--- src/rtl/frame_rx_fifo.sv ---
// frame_rx_fifo: oversampled serial frame receiver with show-ahead byte FIFO.
// Frame: start(1) | LEN (LEN_W, MSB first) | LEN data bytes (MSB first) |
//        CRC-8 (MSB first) | stop(0). Each bit is a majority vote over one
//        bit period of B = max(baudrate, 3) clocks.
// Ports:
//   clk, reset       clock, asynchronous active-high reset
//   rx               asynchronous serial line (idles 0)
//   baudrate         clocks per bit
//   rd               pop FIFO head (ignored while dr = 0)
//   dataout, dr      FIFO head (0 when empty), FIFO not empty
//   frame_done       one-cycle pulse after the stop bit
//   frame_len        LEN field of the last frame
//   nf/over/crcerr/fe  noise, dropped byte, CRC mismatch, framing error
module frame_rx_fifo #(
    parameter int unsigned BAUD_W     = 8,
    parameter int unsigned LEN_W      = 4,
    parameter int unsigned MAX_BYTES  = 8,
    parameter int unsigned FIFO_DEPTH = 4,
    parameter logic [7:0]  CRC_POLY   = 8'h07,
    parameter logic [7:0]  CRC_INIT   = 8'h00,
    parameter int unsigned NOISE_TH   = 2
) (
    input  logic              clk,
    input  logic              reset,
    input  logic              rx,
    input  logic [BAUD_W-1:0] baudrate,
    input  logic              rd,
    output logic [7:0]        dataout,
    output logic              dr,
    output logic              frame_done,
    output logic [LEN_W-1:0]  frame_len,
    output logic              nf,
    output logic              over,
    output logic              crcerr,
    output logic              fe
);
    localparam int unsigned AW = $clog2(FIFO_DEPTH);
    localparam logic [BAUD_W:0] NTH = (BAUD_W+1)'(NOISE_TH);
    localparam logic [AW:0] CNT_ONE = (AW+1)'(1);

    typedef enum logic [2:0] {S_IDLE, S_START, S_LEN, S_DATA, S_CRC, S_STOP} state_t;
    state_t state, state_d;

    logic rx_m, rxs;
    always_ff @(posedge clk or posedge reset) begin
        if (reset) begin
            rx_m <= 1'b0;
            rxs  <= 1'b0;
        end else begin
            rx_m <= rx;
            rxs  <= rx_m;
        end
    end

    // Bit-period sampling and majority vote
    logic [BAUD_W-1:0] beff, cnt, ones;
    logic [BAUD_W:0]   ones_tot, zeros_tot, minority;
    logic              bit_end, bitv, noisy;

    assign beff      = (baudrate < BAUD_W'(3)) ? BAUD_W'(3) : baudrate;
    assign ones_tot  = {1'b0, ones} + {{BAUD_W{1'b0}}, rxs};
    assign zeros_tot = {1'b0, beff} - ones_tot;
    assign minority  = (ones_tot < zeros_tot) ? ones_tot : zeros_tot;
    assign bit_end   = (state != S_IDLE) && (cnt == beff - BAUD_W'(1));
    assign bitv      = {ones_tot, 1'b0} > {2'b00, beff};
    assign noisy     = minority > NTH;

    // The IDLE cycle that first sees rxs=1 is sample 0 of the start bit,
    // so the counter enters START already at sample 1.
    always_ff @(posedge clk or posedge reset) begin
        if (reset) begin
            cnt  <= '0;
            ones <= '0;
        end else if (state == S_IDLE) begin
            cnt  <= rxs ? BAUD_W'(1) : '0;
            ones <= rxs ? BAUD_W'(1) : '0;
        end else if (bit_end) begin
            cnt  <= '0;
            ones <= '0;
        end else begin
            cnt  <= cnt + BAUD_W'(1);
            ones <= ones_tot[BAUD_W-1:0];
        end
    end

    // Field datapath
    logic [7:0]       fcnt;
    logic [6:0]       shreg;
    logic [7:0]       byte_nx, crc, crc_nx;
    logic [LEN_W-1:0] len_q, len_nx, byte_idx;
    logic             byte_end, field_done, idx_ok, push, pop, full;

    assign byte_nx  = {shreg, bitv};
    assign len_nx   = (len_q << 1) | LEN_W'(bitv);
    assign crc_nx   = {crc[6:0], 1'b0} ^ ((crc[7] ^ bitv) ? CRC_POLY : 8'h00);
    assign byte_end = bit_end && (state == S_DATA) && (fcnt == 8'd7);
    assign idx_ok   = 32'(byte_idx) < MAX_BYTES;

    always_comb begin
        state_d = state;
        case (state)
            S_IDLE:  if (rxs) state_d = S_START;
            S_START: if (bit_end) state_d = bitv ? S_LEN : S_IDLE;
            S_LEN:   if (bit_end && fcnt == 8'(LEN_W - 1))
                         state_d = (len_nx == '0) ? S_CRC : S_DATA;
            S_DATA:  if (byte_end && byte_idx == len_q - LEN_W'(1)) state_d = S_CRC;
            S_CRC:   if (bit_end && fcnt == 8'd7) state_d = S_STOP;
            S_STOP:  if (bit_end) state_d = S_IDLE;
            default: state_d = S_IDLE;
        endcase
    end

    assign field_done = (state_d != state) || byte_end;

    always_ff @(posedge clk or posedge reset) begin
        if (reset) state <= S_IDLE;
        else       state <= state_d;
    end

    always_ff @(posedge clk or posedge reset) begin
        if (reset) begin
            fcnt       <= '0;
            shreg      <= '0;
            len_q      <= '0;
            byte_idx   <= '0;
            crc        <= '0;
            nf         <= 1'b0;
            over       <= 1'b0;
            crcerr     <= 1'b0;
            fe         <= 1'b0;
            frame_done <= 1'b0;
            frame_len  <= '0;
        end else begin
            frame_done <= 1'b0;
            if (bit_end) begin
                fcnt  <= field_done ? '0 : fcnt + 8'd1;
                shreg <= byte_nx[6:0];
                if (state != S_START && noisy) nf <= 1'b1;
                case (state)
                    S_START: if (bitv) begin
                        nf       <= 1'b0;
                        over     <= 1'b0;
                        crcerr   <= 1'b0;
                        fe       <= 1'b0;
                        crc      <= CRC_INIT;
                        byte_idx <= '0;
                    end
                    S_LEN:  len_q <= len_nx;
                    S_DATA: begin
                        crc <= crc_nx;
                        if (byte_end) begin
                            byte_idx <= byte_idx + LEN_W'(1);
                            if (!push) over <= 1'b1;
                        end
                    end
                    S_CRC:  if (fcnt == 8'd7) crcerr <= (byte_nx != crc);
                    S_STOP: begin
                        if (bitv) fe <= 1'b1;
                        frame_done <= 1'b1;
                        frame_len  <= len_q;
                    end
                    default: ;
                endcase
            end
        end
    end

    // Show-ahead FIFO
    logic [7:0]    mem [FIFO_DEPTH];
    logic [AW-1:0] wptr, rptr;
    logic [AW:0]   count;

    assign dr      = (count != '0);
    assign full    = (count == (AW+1)'(FIFO_DEPTH));
    assign pop     = rd && dr;
    // A full FIFO still accepts a byte when the head is popped in the same cycle.
    assign push    = byte_end && idx_ok && (!full || pop);
    assign dataout = dr ? mem[rptr] : 8'h00;

    always_ff @(posedge clk) begin
        if (push) mem[wptr] <= byte_nx;
    end

    always_ff @(posedge clk or posedge reset) begin
        if (reset) begin
            wptr  <= '0;
            rptr  <= '0;
            count <= '0;
        end else begin
            if (push) wptr <= wptr + AW'(1);
            if (pop)  rptr <= rptr + AW'(1);
            case ({push, pop})
                2'b10:   count <= count + CNT_ONE;
                2'b01:   count <= count - CNT_ONE;
                default: ;
            endcase
        end
    end
endmodule
--- config.mk ---
export PLATFORM = sky130hd
export DESIGN_NAME = frame_rx_fifo
export DESIGN_NICKNAME = d
export VERILOG_FILES = /design/src/rtl/frame_rx_fifo.sv
export SDC_FILE = /design/constraint.sdc
export NUM_CORES = 1
export LEC_CHECK = 0
export ABC_AREA = 1
export CAP_MARGIN = 20
export CORE_ASPECT_RATIO = 0.6
export CORE_MARGIN = 1
export CORE_UTILIZATION = 45
export CTS_BUF_LIST = sky130_fd_sc_hd__clkbuf_16
export DETAILED_ROUTE_END_ITERATION = 16
export GPL_ROUTABILITY_DRIVEN = 1
export PLACE_DENSITY = 0.7
export SETUP_SLACK_MARGIN = 0.3
export SLEW_MARGIN = 20
export SYNTH_ARGS = -nofsm -noshare
export SYNTH_HDL_FRONTEND = slang
export SYNTH_SLANG_ARGS = --single-unit
--- constraint.sdc ---
create_clock -name clk -period 4 [get_ports clk]
set_clock_uncertainty 0.1 [all_clocks]
set_input_delay 0.4 -clock clk [delete_from_list [all_inputs] [get_ports clk]]
set_output_delay 0.4 -clock clk [all_outputs]
set_load 0.05 [all_outputs]
# Word-level counts from Yosys, hierarchy flattened
# Memories as Yosys holds them, arrays and structs flattened.
# Index checks and enable logic that the tools add are counted.
dict set report totals {
  register_bits 68
  elab_cells 127
  in_bits 12
  mem_count 1
  ramBits 32
  out_inout_bits 18
}
# memory depth width rd rd_clocked_by_memory_dff wr line_no
set mem_list {}
lappend mem_list {mem 4 8 1 0 1 169} ;# logic [7:0] mem [FIFO_DEPTH];
dict set report classes {
  addsub 11
  reduce_logical 28
  order_cmp 5
  mux 40
  bitwise_logic 3
  eq_ne 20
}
# op n
set op_table {}
lappend op_table {{8-bit 2-to-1 mux} 8}
lappend op_table {{3-bit 2-to-1 mux} 8}
lappend op_table {{3-bit one-hot mux with 6 select lines} 1}
lappend op_table {{8-bit by 1-bit adder with 8-bit output (second input constant)} 2}
lappend op_table {{8-bit one-hot mux with 2 select lines} 1}
lappend op_table {{1-bit 2-to-1 mux} 13}
lappend op_table {{4-bit AND reduction} 3}
lappend op_table {{10-bit by 8-bit > comparator with 1-bit output} 1}
lappend op_table {{1-bit logical AND} 10}
lappend op_table {{2-bit inequality test (second input constant)} 5}
lappend op_table {{8-bit by 1-bit adder with 9-bit output} 1}
lappend op_table {{3-bit == test (second input constant)} 3}
lappend op_table {{9-bit by 2-bit > comparator with 1-bit output (second input constant)} 1}
lappend op_table {{9-bit less-than comparator} 1}
lappend op_table {{9-bit 2-to-1 mux} 1}
lappend op_table {{8-bit by 9-bit subtractor with 9-bit output} 1}
lappend op_table {{8-bit by 2-bit == test with 1-bit output (second input constant)} 1}
lappend op_table {{8-bit by 3-bit == test with 1-bit output (second input constant)} 1}
lappend op_table {{8-bit == test} 1}
lappend op_table {{8-bit by 2-bit less-than comparator with 1-bit output (second input constant)} 1}
lappend op_table {{4-bit 2-to-1 mux} 2}
lappend op_table {{8-bit inequality test} 1}
lappend op_table {{4-bit one-hot mux with 2 select lines} 1}
lappend op_table {{2-bit nonzero test} 4}
lappend op_table {{28 further kinds} 35}

# Longest topological paths before layout
# Gate-level depths: netlist (run 1).
dict set report depth {
  depth_word 13
  ltp_mapped 23
  depth_no_buf 22
}

# Least setup slack after synthesis (run 1)
# OpenSTA, ideal clock, no wires.
dict set report synth_path {
  kind {in2reg}
  startpoint {input port baudrate[4]}
  endpoint {register nf}
  cell_stages 21
  path_slack_ps 550
  t_arrival_ps 3223
  required_time_ps 3773
  setup_time_ps 127
  path_buffers 1
  path_cell_list {buf_6 -> nor2_2 -> nand2_1 -> nor2_2 -> nor2_1 -> ha_1 -> fa_1 -> nand3b_1 -> and2_1 -> xor2_1 -> ha_1 -> nand2_1 -> nor2_1 -> a211oi_1 -> o21ai_0 -> nand3_1 -> a21boi_0 -> o21ai_0 -> nand2_1 -> a22oi_1 -> o21ai_0}
}
dict set report synth_via {
  elab_chain_cells 10
}
# element line_no
set synth_lines {}
lappend synth_lines {{from (decl)} 26} ;# input logic [BAUD_W-1:0] baudrate,
lappend synth_lines {{8-bit by 2-bit less-than comparator with 1-bit output} 60} ;# assign beff = (baudrate < BAUD_W'(3)) ? BAUD_W'(3) : baudrate;
lappend synth_lines {{8-bit 2-to-1 mux *} 60}
lappend synth_lines {{8-bit by 9-bit subtractor with 9-bit output} 62} ;# assign zeros_tot = {1'b0, beff} - ones_tot;
lappend synth_lines {{9-bit less-than comparator} 63} ;# assign minority = (ones_tot < zeros_tot) ? ones_tot : zeros_tot;
lappend synth_lines {{9-bit 2-to-1 mux} 63}
lappend synth_lines {{9-bit by 2-bit > comparator with 1-bit output} 66} ;# assign noisy = minority > NTH;
lappend synth_lines {{1-bit logical AND} 138} ;# if (state != S_START && noisy) nf <= 1'b1;
lappend synth_lines {{1-bit 2-to-1 mux} 138}
lappend synth_lines {{1-bit 2-to-1 mux} 140} ;# S_START: if (bitv) begin
lappend synth_lines {{1-bit 2-to-1 mux} 139} ;# case (state)
lappend synth_lines {{to (signal assigned)} 127} ;# nf <= 1'b0;
lappend synth_lines {{to (signal assigned)} 138}
lappend synth_lines {{to (signal assigned)} 141} ;# nf <= 1'b0;
lappend synth_lines {{to (decl)} 32} ;# output logic nf,
# Every way passes the cells marked *; elsewhere a longest branch is shown, timed or not.
# A chain may end at the register's enable or synchronous reset.

# Worst setup path after layout (run 1)
dict set report layout_path {
  startpoint {register rxs}
  endpoint {register fcnt[7]}
}
dict set report layout_via {
  elab_chain_cells 10
}
# element line_no
set layout_lines {}
lappend layout_lines {{from (decl)} 44} ;# logic rx_m, rxs;
lappend layout_lines {{from (signal assigned)} 51} ;# rxs <= rx_m;
lappend layout_lines {{8-bit by 1-bit adder with 9-bit output} 61} ;# assign ones_tot = {1'b0, ones} + {{BAUD_W{1'b0}}, rxs};
lappend layout_lines {{10-bit by 8-bit > comparator with 1-bit output} 65} ;# assign bitv = {ones_tot, 1'b0} > {2'b00, beff};
lappend layout_lines {{4-bit by 1-bit bitwise OR with 4-bit output} 94} ;# assign len_nx = (len_q << 1) | LEN_W'(bitv);
lappend layout_lines {{4-bit zero test} 105} ;# state_d = (len_nx == '0) ? S_CRC : S_DATA;
lappend layout_lines {{3-bit 2-to-1 mux} 105}
lappend layout_lines {{3-bit 2-to-1 mux} 104} ;# S_LEN: if (bit_end && fcnt == 8'(LEN_W - 1))
lappend layout_lines {{3-bit one-hot mux with 6 select lines *} 101} ;# case (state)
lappend layout_lines {{named net state_d[0]} 42} ;# state_t state, state_d;
lappend layout_lines {{3-bit inequality test *} 113} ;# assign field_done = (state_d != state) || byte_end;
lappend layout_lines {{1-bit logical OR *} 113}
lappend layout_lines {{8-bit 2-to-1 mux *} 136} ;# fcnt <= field_done ? '0 : fcnt + 8'd1;
lappend layout_lines {{to (signal assigned)} 136}
lappend layout_lines {{to (decl)} 87} ;# logic [7:0] fcnt;
# The timed path passes the listed nets; every way through them passes the cells marked *.

==> results of run 1 <==
[per-stage QoR]
stage	instances	hold WS [ps]	worst slack (ps)
after CTS	894	261	278
final	901	257	407
after floorplan	678	231	550
after detailed placement	878	241	-221
after global routing	901	276	236
after global placement	877	236	32.7
[state kept, by name, summed over array words and instances (netlist names), 4 cells and up]
name / cells
frame_len: 4
ones: 8
byte_idx: 4
len_q: 4
mem: 32
fcnt: 8
cnt: 8
crc: 8
shreg: 7
[where the power goes]
group | switching, µW | leakage [µW] | total, µW | internal [µW]
sequential | 217 | 0.00114 | 1450 | 1240
combinational | 1280 | 0.00191 | 2120 | 845
clock | 416 | 0.000158 | 920 | 504
[worst register-to-register path, cell delays in order, from the launching register on]
cell     delay, ps
dfrtp_1        440
ha_4           170
ha_2           190
nand3_1        120
nor2_2         180
nand2_1        110
xor2_2         190
inv_1          110
ha_1           300
nand2_1         70
nor2_2         150
and2_1         170
nand3_1        170
nand4_1        220
buf_4          140
nand3_1         70
nand3_1        110
nand2_1         60
nand2_1        100
nand3_4        160
a21oi_2        190
[routing by layer]
metal	global-route usage (%)	wire, µm
met1	31.5	6910
met2	31.1	5670
met3	3.93	667
met4	4.50	80
met5	0	0
[layout by cell type, fill, tap and decap left out, drive strengths merged, types with 2 or more instances in the layout]
master,synthesis,layout
clkdlybuf4s50,0,23
inv,87,90
dfrtp,68,68
clkbuf,13,9
nand2,127,127
fa,2,2
edfxtp,32,32
clkinv,1,4
nor3b,3,3
o21ai,51,51
nor3,9,9
o21a,2,2
and2,2,2
buf,2,28
a211oi,2,2
ha,30,30
xor2,30,30
a21oi,27,27
o21bai,5,5
a31oi,2,2
nand4,14,14
xnor2,13,13
dlymetal6s2s,0,6
nor4,2,2
nor2,104,104
nand3,41,41
[timing repair]
item                       CTS  global route
setup buffers                0             7
setup endpoints to repair    8            23
pin swaps                    1            25
gates resized for setup      5            42
[kinds of logic after synthesis]
kind of cell	Yosys count	synth area share (%)
adder cells (fa/ha/maj)	32	7.25
AO/OA/AOI/OAI	94	8.97
XOR/XNOR	44	6.98
flip-flops	100	46.4
buffers and inverters	103	6.90
multiplexers	1	0.196
AND/OR/NAND/NOR	304	23.3
[layout make-up]
type	count	share of cell area, %
multi-input cells	475	41.1
clock inverters	7	1.40
inverters	88	4.80
flip-flops and latches	100	38.7
repair buffers	57	7.78
clock buffers	9	3.27
well taps	165	3.00
[how the worst min path moves through the flow]
stage,from,cells past startpoint,to,slack (ps)
global placement,rx_m,0,rxs,240
global route,rx_m,0,rxs,280
finish,rx_m,0,rxs,260
detailed placement,rx_m,0,rxs,240
floorplan,rx_m,0,rxs,230
CTS,rx_m,0,rxs,260
==> results by group, run 1 <==
Run status
  – Outcome: completed

Logic synthesis
  – Post-synth cell types: 43
  – Mapped Cells: 678
  – Yosys warning total: 0
  – Mapped Area: 5730 µm²
  – #FFs+latches synth: 100
  – Synth async-reset ratio: 68.0%
  – Top cells by area, synth: dfrtp_1, edfxtp_1, nand2_1, ha_1, nor2_1
  – Post-synth top area share: 29.7%
  – Count leader, synth: nand2_1
  – Syn nets: 722
  – Ys flop type: dfrtp_1
  – Mean Syn Cell Area: 8.46 µm²
  – Post-synthesis sequential area ratio: 46.4%
  – Most frequent cells after synthesis: nand2_1, nor2_1, inv_1, dfrtp_1, o21ai_0
  – EDFF count, synth: 32
  – Yosys top cell by area: dfrtp_1

Place
  – DP Wirelength: 9750 µm
  – Placer Congestion: 0.885
  – Port bufs: 29
  – Dpl cell area: 6340 µm²

STA
  – Pins Over Slew Limit: 0
  – Unrepaired setup endpoints after global routing: no
  – Slew margin rel.: 51.0%
  – FMAX: 278 MHz
  – Final setup viols: 0
  – Hold Violations, Final: 0
  – Fin crit share: 89.8%
  – Final setup TNS: 0 ps
  – Slew of the pin with the lowest slew margin: 734 ps
  – Final min period: 3590 ps

Job
  – Number of max-cap violations: 0

Power and ir drop
  – P_leak: 0.00321 µW
  – Max IR drop VDD: 0.293 mV
  – PwrDens: 653 nW/µm²
  – Total power: 4500 µW

CTS
  – Cts hold-fix bufs: 0
  – Worst-path clk slew: 70 ps
  – Max Root-Sink Buffers: 2
  – Clock sink total: 100
  – Clock latency on the worst-skew pair: 350 ps
  – Number of H-tree levels: 3
  – CTS buffer count: 9
  – CTS tree: yes
  – Clock tree root driver cell: clkbuf_16

Global routing
  – Vias in the first global route: 4301
  – GRT overflow: 0
  – Initial antenna violation count: 0
  – First-pass GRT wire length: 21200 µm
  – Total GRT Usage: 20.9%
  – Pin count of the biggest net entering global routing: 34

Layout
  – Post-route cell area: 6880 µm²
  – Area Growth Syn to Fin: 20.0%
  – Reg area: 2660 µm²
  – Fraction of layout cells with a size suffix above 1: 13.3%
  – Filler Cells Inserted: 1066
  – Layout net count: 775
  – Diode count: 0
  – Fin util: 56.3%
  – Multi-input logic area: 2830 µm²

Drt
  – Initial DRC count: 340
  – WL final: 13300 µm
  – Via count: 4693
  – Post-route DRC: 0
  – Detail Route Antenna Nets: 0
  – Vias per cell: 5.21
  – WL/cell: 14.8 µm
  – Initial DRT Pass Iterations: 5

Critical path
  – WP data arrival: 3770 ps
  – Buf+Inv Stages, Crit Path: 2
  – Critical path depth in cells: 20
  – Critical path data required time: 4180 ps
  – Reg2Reg Capture Point: fcnt[7]
  – Critical path launch point type: register
  – Crit-path leading delay family: simple AND/OR/NAND/NOR gates
  – Critical Path End: fcnt[7]
  – R2R setup slack: 410 ps
  – Crit-path max cell delay: 440 ps
  – Crit path kind: register to register
  – Reg-to-Reg Start: rxs
  – CP Capture Type: register
  – Critical-path top delay cell: dfrtp_1
  – Worst-path cell chain: ha_4 > ha_2 > nand3_1 > nor2_2 > nand2_1 > xor2_2 > inv_1 > ha_1 > nand2_1 > nor2_2 > and2_1 > nand3_1 > nand4_1 > buf_4 > nand3_1 > nand3_1 > nand2_1 > nand2_1 > nand3_4 > a21oi_2
  – CP max FO: 8
  – Critical Path Start: rxs
  – Reg2Reg Depth: 20

Worst hold path
  – Hold Crit Class: register to register

Floorplanning
  – Chip width: 148 µm
  – Rows: 31
  – Die ar.: 13200 µm²
  – Die H: 89.4 µm
  – Core box area: 12200 µm²
  – IO Pins: 30
  – Effective utilization at floorplan: 46.9%
(Power assumes the default switching activity.)
==> inputs of run 2 (changes only) <==
--- a/config.mk
+++ b/config.mk
@@ -10,11 +10,11 @@
 export CORE_ASPECT_RATIO = 0.6
 export CORE_MARGIN = 1
 export CORE_UTILIZATION = 45
-export CTS_BUF_LIST = sky130_fd_sc_hd__clkbuf_16
+export CTS_BUF_LIST = sky130_fd_sc_hd__clkbuf_8
 export DETAILED_ROUTE_END_ITERATION = 16
 export GPL_ROUTABILITY_DRIVEN = 1
 export PLACE_DENSITY = 0.7
-export SETUP_SLACK_MARGIN = 0.3
+export SETUP_SLACK_MARGIN = 0.2
 export SLEW_MARGIN = 20
 export SYNTH_ARGS = -nofsm -noshare
 export SYNTH_HDL_FRONTEND = slang
==> run 2 against run 1 <==
Effect of this change: combinational power fell by 2%; power fell by 5.9%; core utilization fell by 1.4 points; first-iteration DRC count rose by 12%; final cell count fell by 0.33%; non-clock buffer count fell by 3; sequential share of layout area rose by 1.0 points; via count fell by 0.77%; routed wire length fell by 1.8%; worst setup slack got worse by 73 ps; register-to-register slack got worse by 60 ps; largest cell class unchanged; largest power group unchanged.
==> results by group, run 2 (same netlist as run 1, synthesis figures left out) <==
Run status
  – Outcome: completed

Floorplanning
  – Core box area: 12200 µm²
  – Die H: 89.4 µm
  – IO Pins: 30
  – Effective utilization at floorplan: 46.9%
  – Rows: 31
  – Die ar.: 13200 µm²
  – Chip width: 148 µm

Drt
  – Post-route DRC: 0
  – Via count: 4657
  – WL/cell: 14.6 µm
  – Initial DRC count: 381
  – Vias per cell: 5.19
  – Detail Route Antenna Nets: 0
  – WL final: 13100 µm
  – Initial DRT Pass Iterations: 5

Worst hold path
  – Hold-critical path depth: 0
  – Hold Crit Class: register to register

Critical path
  – CP Capture Type: register
  – Critical path data required time: 4200 ps
  – R2R setup slack: 350 ps
  – Crit path kind: primary input to register
  – WP data arrival: 3870 ps
  – Reg2Reg Depth: 18
  – CP max FO: 3
  – Critical path launch point type: primary input

STA
  – Slew of the pin with the lowest slew margin: 733 ps
  – Slew margin rel.: 51.0%
  – Hold Violations, Final: 0
  – Fin crit share: 91.6%
  – Final setup TNS: 0 ps
  – FMAX: 273 MHz
  – Unrepaired setup endpoints after global routing: yes
  – WHS: 263 ps
  – Final setup viols: 0
  – Pins Over Slew Limit: 0
  – Final min period: 3670 ps

CTS
  – Max Root-Sink Buffers: 2
  – Worst-path clk slew: 100 ps
  – Clock sink total: 100
  – CTS buffer count: 9
  – Clock tree root driver cell: clkbuf_8
  – Clock latency on the worst-skew pair: 370 ps
  – Cts hold-fix bufs: 0
  – CTS tree: yes
  – Number of H-tree levels: 3

Layout
  – Filler Cells Inserted: 1099
  – Most frequent cells in the layout: nand2_1, nor2_1, inv_1
  – Reg area: 2660 µm²
  – Fraction of layout cells with a size suffix above 1: 11.6%
  – Reg with most FFs: mem
  – Diode count: 0
  – Area Growth Syn to Fin: 17.0%
  – Multi-input logic area: 2790 µm²
  – Layout net count: 772
  – Max reg flops: 32
  – Most common cell after layout, fill and taps aside: nand2_1

Place
  – DP Wirelength: 9750 µm
  – Placer Congestion: 0.885
  – Port bufs: 29

Global routing
  – First-pass GRT wire length: 21100 µm
  – Vias in the first global route: 4294
  – Total GRT Usage: 20.7%
  – GRT overflow: 0
  – Initial antenna violation count: 0
  – Pin count of the biggest net entering global routing: 34

Power and ir drop
  – Switch share: 44.2%
  – PwrDens: 631 nW/µm²
  – P_sw: 1870 µW
  – Max IR drop VDD: 0.285 mV
  – P_leak: 0.00310 µW
  – Clock power frac: 16.5%
  – Internal power: 2360 µW
  – Reg power frac: 34.2%
  – Comb pwr share: 49.3%

Job
  – Number of max-cap violations: 0
==> run 2: changes by cell type in the layout (fill, tap and decap cells not counted), moves of 4 or more <==
cell / change
clkbuf_16: -9
clkbuf_8: +9
clkdlybuf4s50_1: +6
dlymetal6s2s_1: -6
nand2_1: +4
nand2_2: -5
==> run 2: power by group through the flow <==
stage                     clock, µW  sequential (µW)  combinational, µW
after floorplan                   0             1380               1440
after global placement            0             1450               1820
after detailed placement          0             1460               1890
after CTS                       714             1440               1910
after global routing            754             1470               2310
final                           696             1450               2080
==> run 2: repair_timing <==
action,CTS,global route
buffers inserted,0,4
hold endpoints to repair,0,0
gates cloned,0,0
gates resized for setup,1,28
setup endpoints to repair,1,23
pin swaps,0,10
==> run 2: final timing paths <==
path / from / end
min reg2reg: rx_m / rxs
min: rx_m / rxs
max reg2reg: rxs / nf
min in group asynchronous: reset / ones[7]
max in group asynchronous: reset / fcnt[6]
max: baudrate[7] / nf
==> run 2: final cells by class <==
class                      instances  share of cell area (%)
clock inverter                     7                    1.44
sequential                       100                    39.7
tap                              165                    3.08
inverter                          88                    4.93
clock buffer                       9                    1.85
timing repair buffer              54                    7.43
multi-input combinational        475                    41.6
==> run 2: worst max-delay path, cell delays in order <==
cell and delay (ps):
clkdlybuf4s50_1 450, nor2_2 160, nand2_1 90, nor2_2 100, nor2_1 70, ha_2 200, fa_2 350, nand3b_1 160
and2_1 180, xor2_1 180, ha_1 340, nand2_1 120, nor2_2 50, a211oi_2 170, o21ai_1 120, nand3_1 80
a21boi_1 60, o21ai_1 190, nand2_1 80, nand3_1 100, a22oi_1 60, o21ai_0 150
==> run 2: through the flow <==
stage / utilization, % / total power [µW] / cell area [µm²] / instances / worst slack [ps]
2_1_floorplan: - / 2830 / 5730 / 678 / 550
3_3_place_gp: 51.7 / 3270 / 6310 / 877 / 32.7
3_5_place_dp: 51.9 / 3350 / 6340 / 878 / -221
4_1_cts: 53.7 / 4060 / 6560 / 894 / 205
5_1_grt: 54.9 / 4540 / 6710 / 898 / 125
6_report: 54.9 / 4230 / 6710 / 898 / 335
==> run 2: routing by layer <==
layer,up-vias,part of all wire (%),GRT usage (%)
met4,0,0.51,4.12
met1,2215,52,31.3
met3,8,5.7,4.08
met5,-,0,0
li1,2312,-,-
met2,122,42,30.8
==> inputs of run 3 (changes only) <==
--- a/config.mk
+++ b/config.mk
@@ -13,6 +13,8 @@
 export CTS_BUF_LIST = sky130_fd_sc_hd__clkbuf_8
 export DETAILED_ROUTE_END_ITERATION = 16
 export GPL_ROUTABILITY_DRIVEN = 1
+export GPL_TIMING_DRIVEN = 0
+export MAX_ROUTING_LAYER = met4
 export PLACE_DENSITY = 0.7
 export SETUP_SLACK_MARGIN = 0.2
 export SLEW_MARGIN = 20
==> run 3 against run 2 <==
Effect of this change: sequential power down 3%; first-iteration DRC count down 7.6%; global-route usage rose by 2.0 points; die area stayed put; clock power decreased by 3.9%; cell area shrank 1.8%; routed wire length increased by 1.6%; critical path depth unchanged.
==> results by group, run 3 (same netlist as run 1, synthesis figures left out) <==
Floorplanning
  – Die H: 89.4 µm
  – Effective utilization at floorplan: 46.9%
  – Die ar.: 13200 µm²
  – IO Pins: 30
  – Rows: 31
  – Core box area: 12200 µm²
  – Chip width: 148 µm

STA
  – Final setup viols: 0
  – Unrepaired setup endpoints after global routing: no
  – Hold Violations, Final: 0
  – Final worst setup slack: 410 ps
  – FMAX: 279 MHz
  – Fin crit share: 89.7%
  – Final min period: 3590 ps
  – Pins Over Slew Limit: 0
  – Slew of the pin with the lowest slew margin: 902 ps
  – Slew margin rel.: 39.6%

CTS
  – Max Root-Sink Buffers: 2
  – CTS buffer count: 9
  – Clock tree root driver cell: clkbuf_8
  – Number of H-tree levels: 3
  – CTS tree: yes
  – Clock latency on the worst-skew pair: 400 ps
  – Worst-path clk slew: 120 ps
  – Cts hold-fix bufs: 0
  – Clock sink total: 100

Critical path
  – CP max FO: 4
  – Critical-path top delay cell: fa_2
  – WP data arrival: 3770 ps
  – Critical path launch point type: primary input
  – Crit path kind: primary input to register
  – CP Capture Type: register
  – Worst-path cell chain: dlygate4sd2_1 > nor2_2 > nand2_1 > nor2_2 > nor2_2 > ha_2 > fa_2 > nand3b_1 > and2_4 > xor2_1 > ha_1 > nand2_1 > nor2_1 > a211oi_1 > o21ai_1 > nand3_1 > a21boi_1 > o21ai_1 > nand2_1 > nand3_1 > a22oi_2 > o21ai_1
  – Crit-path max cell delay: 350 ps
  – Reg2Reg Depth: 19
  – Critical path data required time: 4180 ps

Global routing
  – Vias in the first global route: 4444
  – Total GRT Usage: 22.7%
  – First-pass GRT wire length: 22100 µm
  – Pin count of the biggest net entering global routing: 59
  – GRT overflow: 0
  – Initial antenna violation count: 0

Worst hold path
  – Hold Crit Class: primary input to async pin

Place
  – Pre-CTS setup slack: -629 ps
  – DP Wirelength: 10000 µm
  – Dpl cell area: 6250 µm²
  – Placed cells: 872
  – Placer Congestion: 0.917
  – Port bufs: 28

Drt
  – Detail Route Antenna Nets: 0
  – WL/cell: 14.9 µm
  – Vias per cell: 5.16
  – Initial DRC count: 352
  – Post-route DRC: 0
  – Via count: 4612
  – Initial DRT Pass Iterations: 6
  – WL final: 13300 µm

Layout
  – Fraction of layout cells with a size suffix above 1: 10.2%
  – Post-route insts no fill: 894
  – Area Growth Syn to Fin: 14.9%
  – Diode count: 0
  – Post-route cell area: 6590 µm²
  – Most frequent cells in the layout: nand2_1, nor2_1, inv_1
  – Layout net count: 768
  – Max reg flops: 32
  – Reg with most FFs: mem
  – Most common cell after layout, fill and taps aside: nand2_1

Power and ir drop
  – PwrDens: 638 nW/µm²
  – Switch share: 45.1%
  – Internal power: 2310 µW
  – Comb pwr share: 50.4%
  – Clock power frac: 15.9%
  – Reg power frac: 33.7%
  – Max IR drop VDD: 0.234 mV
  – P_leak: 0.00303 µW
  – P_sw: 1890 µW

Run status
  – Outcome: completed

Job
  – Number of max-cap violations: 0
[run 3: final timing paths]
path / end / from / slack (ps)
max: nf / baudrate[6] / 410
min: rptr[1] / reset / 140
max reg2reg: nf / rxs / 410
min reg2reg: rxs / rx_m / 260
max in group asynchronous: rxs / reset / 3090
min in group clk: rxs / rx_m / 260
[run 3: worst max-delay path, delay by kind of cell]
kind / cells / cell delay, ps
AO/OA/AOI/OAI: 6 / 740
AND/OR/NAND/NOR: 11 / 1270
adder cells (fa/ha/maj): 3 / 890
XOR/XNOR: 1 / 170
buffers and inverters: 1 / 310
[run 3: what timing repair did]
| action | CTS | global route |
|---|---|---|
| cloned | 0 | 0 |
| buffers inserted | 4 | 2 |
| gates resized for setup | 13 | 28 |
| endpoints found under the setup margin | 1 | 49 |
| endpoints found under the hold margin | 0 | 0 |
| pin swaps | 3 | 11 |
[run 3: cell type report]
| cell class | instances | area [µm²] |
|---|---|---|
| fillers | 1108 | 5630 |
| multi-input cells | 475 | 2770 |
| flip-flops and latches | 100 | 2660 |
| repair buffers | 35 | 340 |
| inverters | 88 | 333 |
| well taps | 165 | 206 |
| clock buffers | 9 | 124 |
| clock inverters | 7 | 86.3 |
| plain buffers | 15 | 65.1 |
[run 3: metal layers]
layer / track usage, % / wire, µm / vias to the layer above / part of all wire, %
met2: 31.7 / 5440 / 133 / 41
met3: 6.02 / 970 / 16 / 7.3
met5: - / 0 / - / 0
met4: 5.81 / 107 / 0 / 0.80
li1: - / - / 2302 / -
met1: 32.3 / 6780 / 2161 / 51
[run 3: per-stage QoR]
step	total power [µW]	hold slack, ps	TNS [ps]	utilization, %
6_report	4200	137	0	53.9
5_1_grt	4540	133	0	53.9
4_1_cts	4110	128	0	53.2
3_5_place_dp	3360	238	-1670	51.2
3_3_place_gp	3290	237	-587	50.9
2_1_floorplan	2830	231	0	-
[run 3: power groups by stage]
| stage | combinational [µW] | sequential, µW | clock (µW) |
|---|---|---|---|
| after floorplan | 1440 | 1380 | 0 |
| after global placement | 1870 | 1410 | 0 |
| after detailed placement | 1940 | 1420 | 0 |
| after CTS | 2020 | 1400 | 691 |
| after global routing | 2370 | 1430 | 733 |
| final | 2120 | 1410 | 669 |
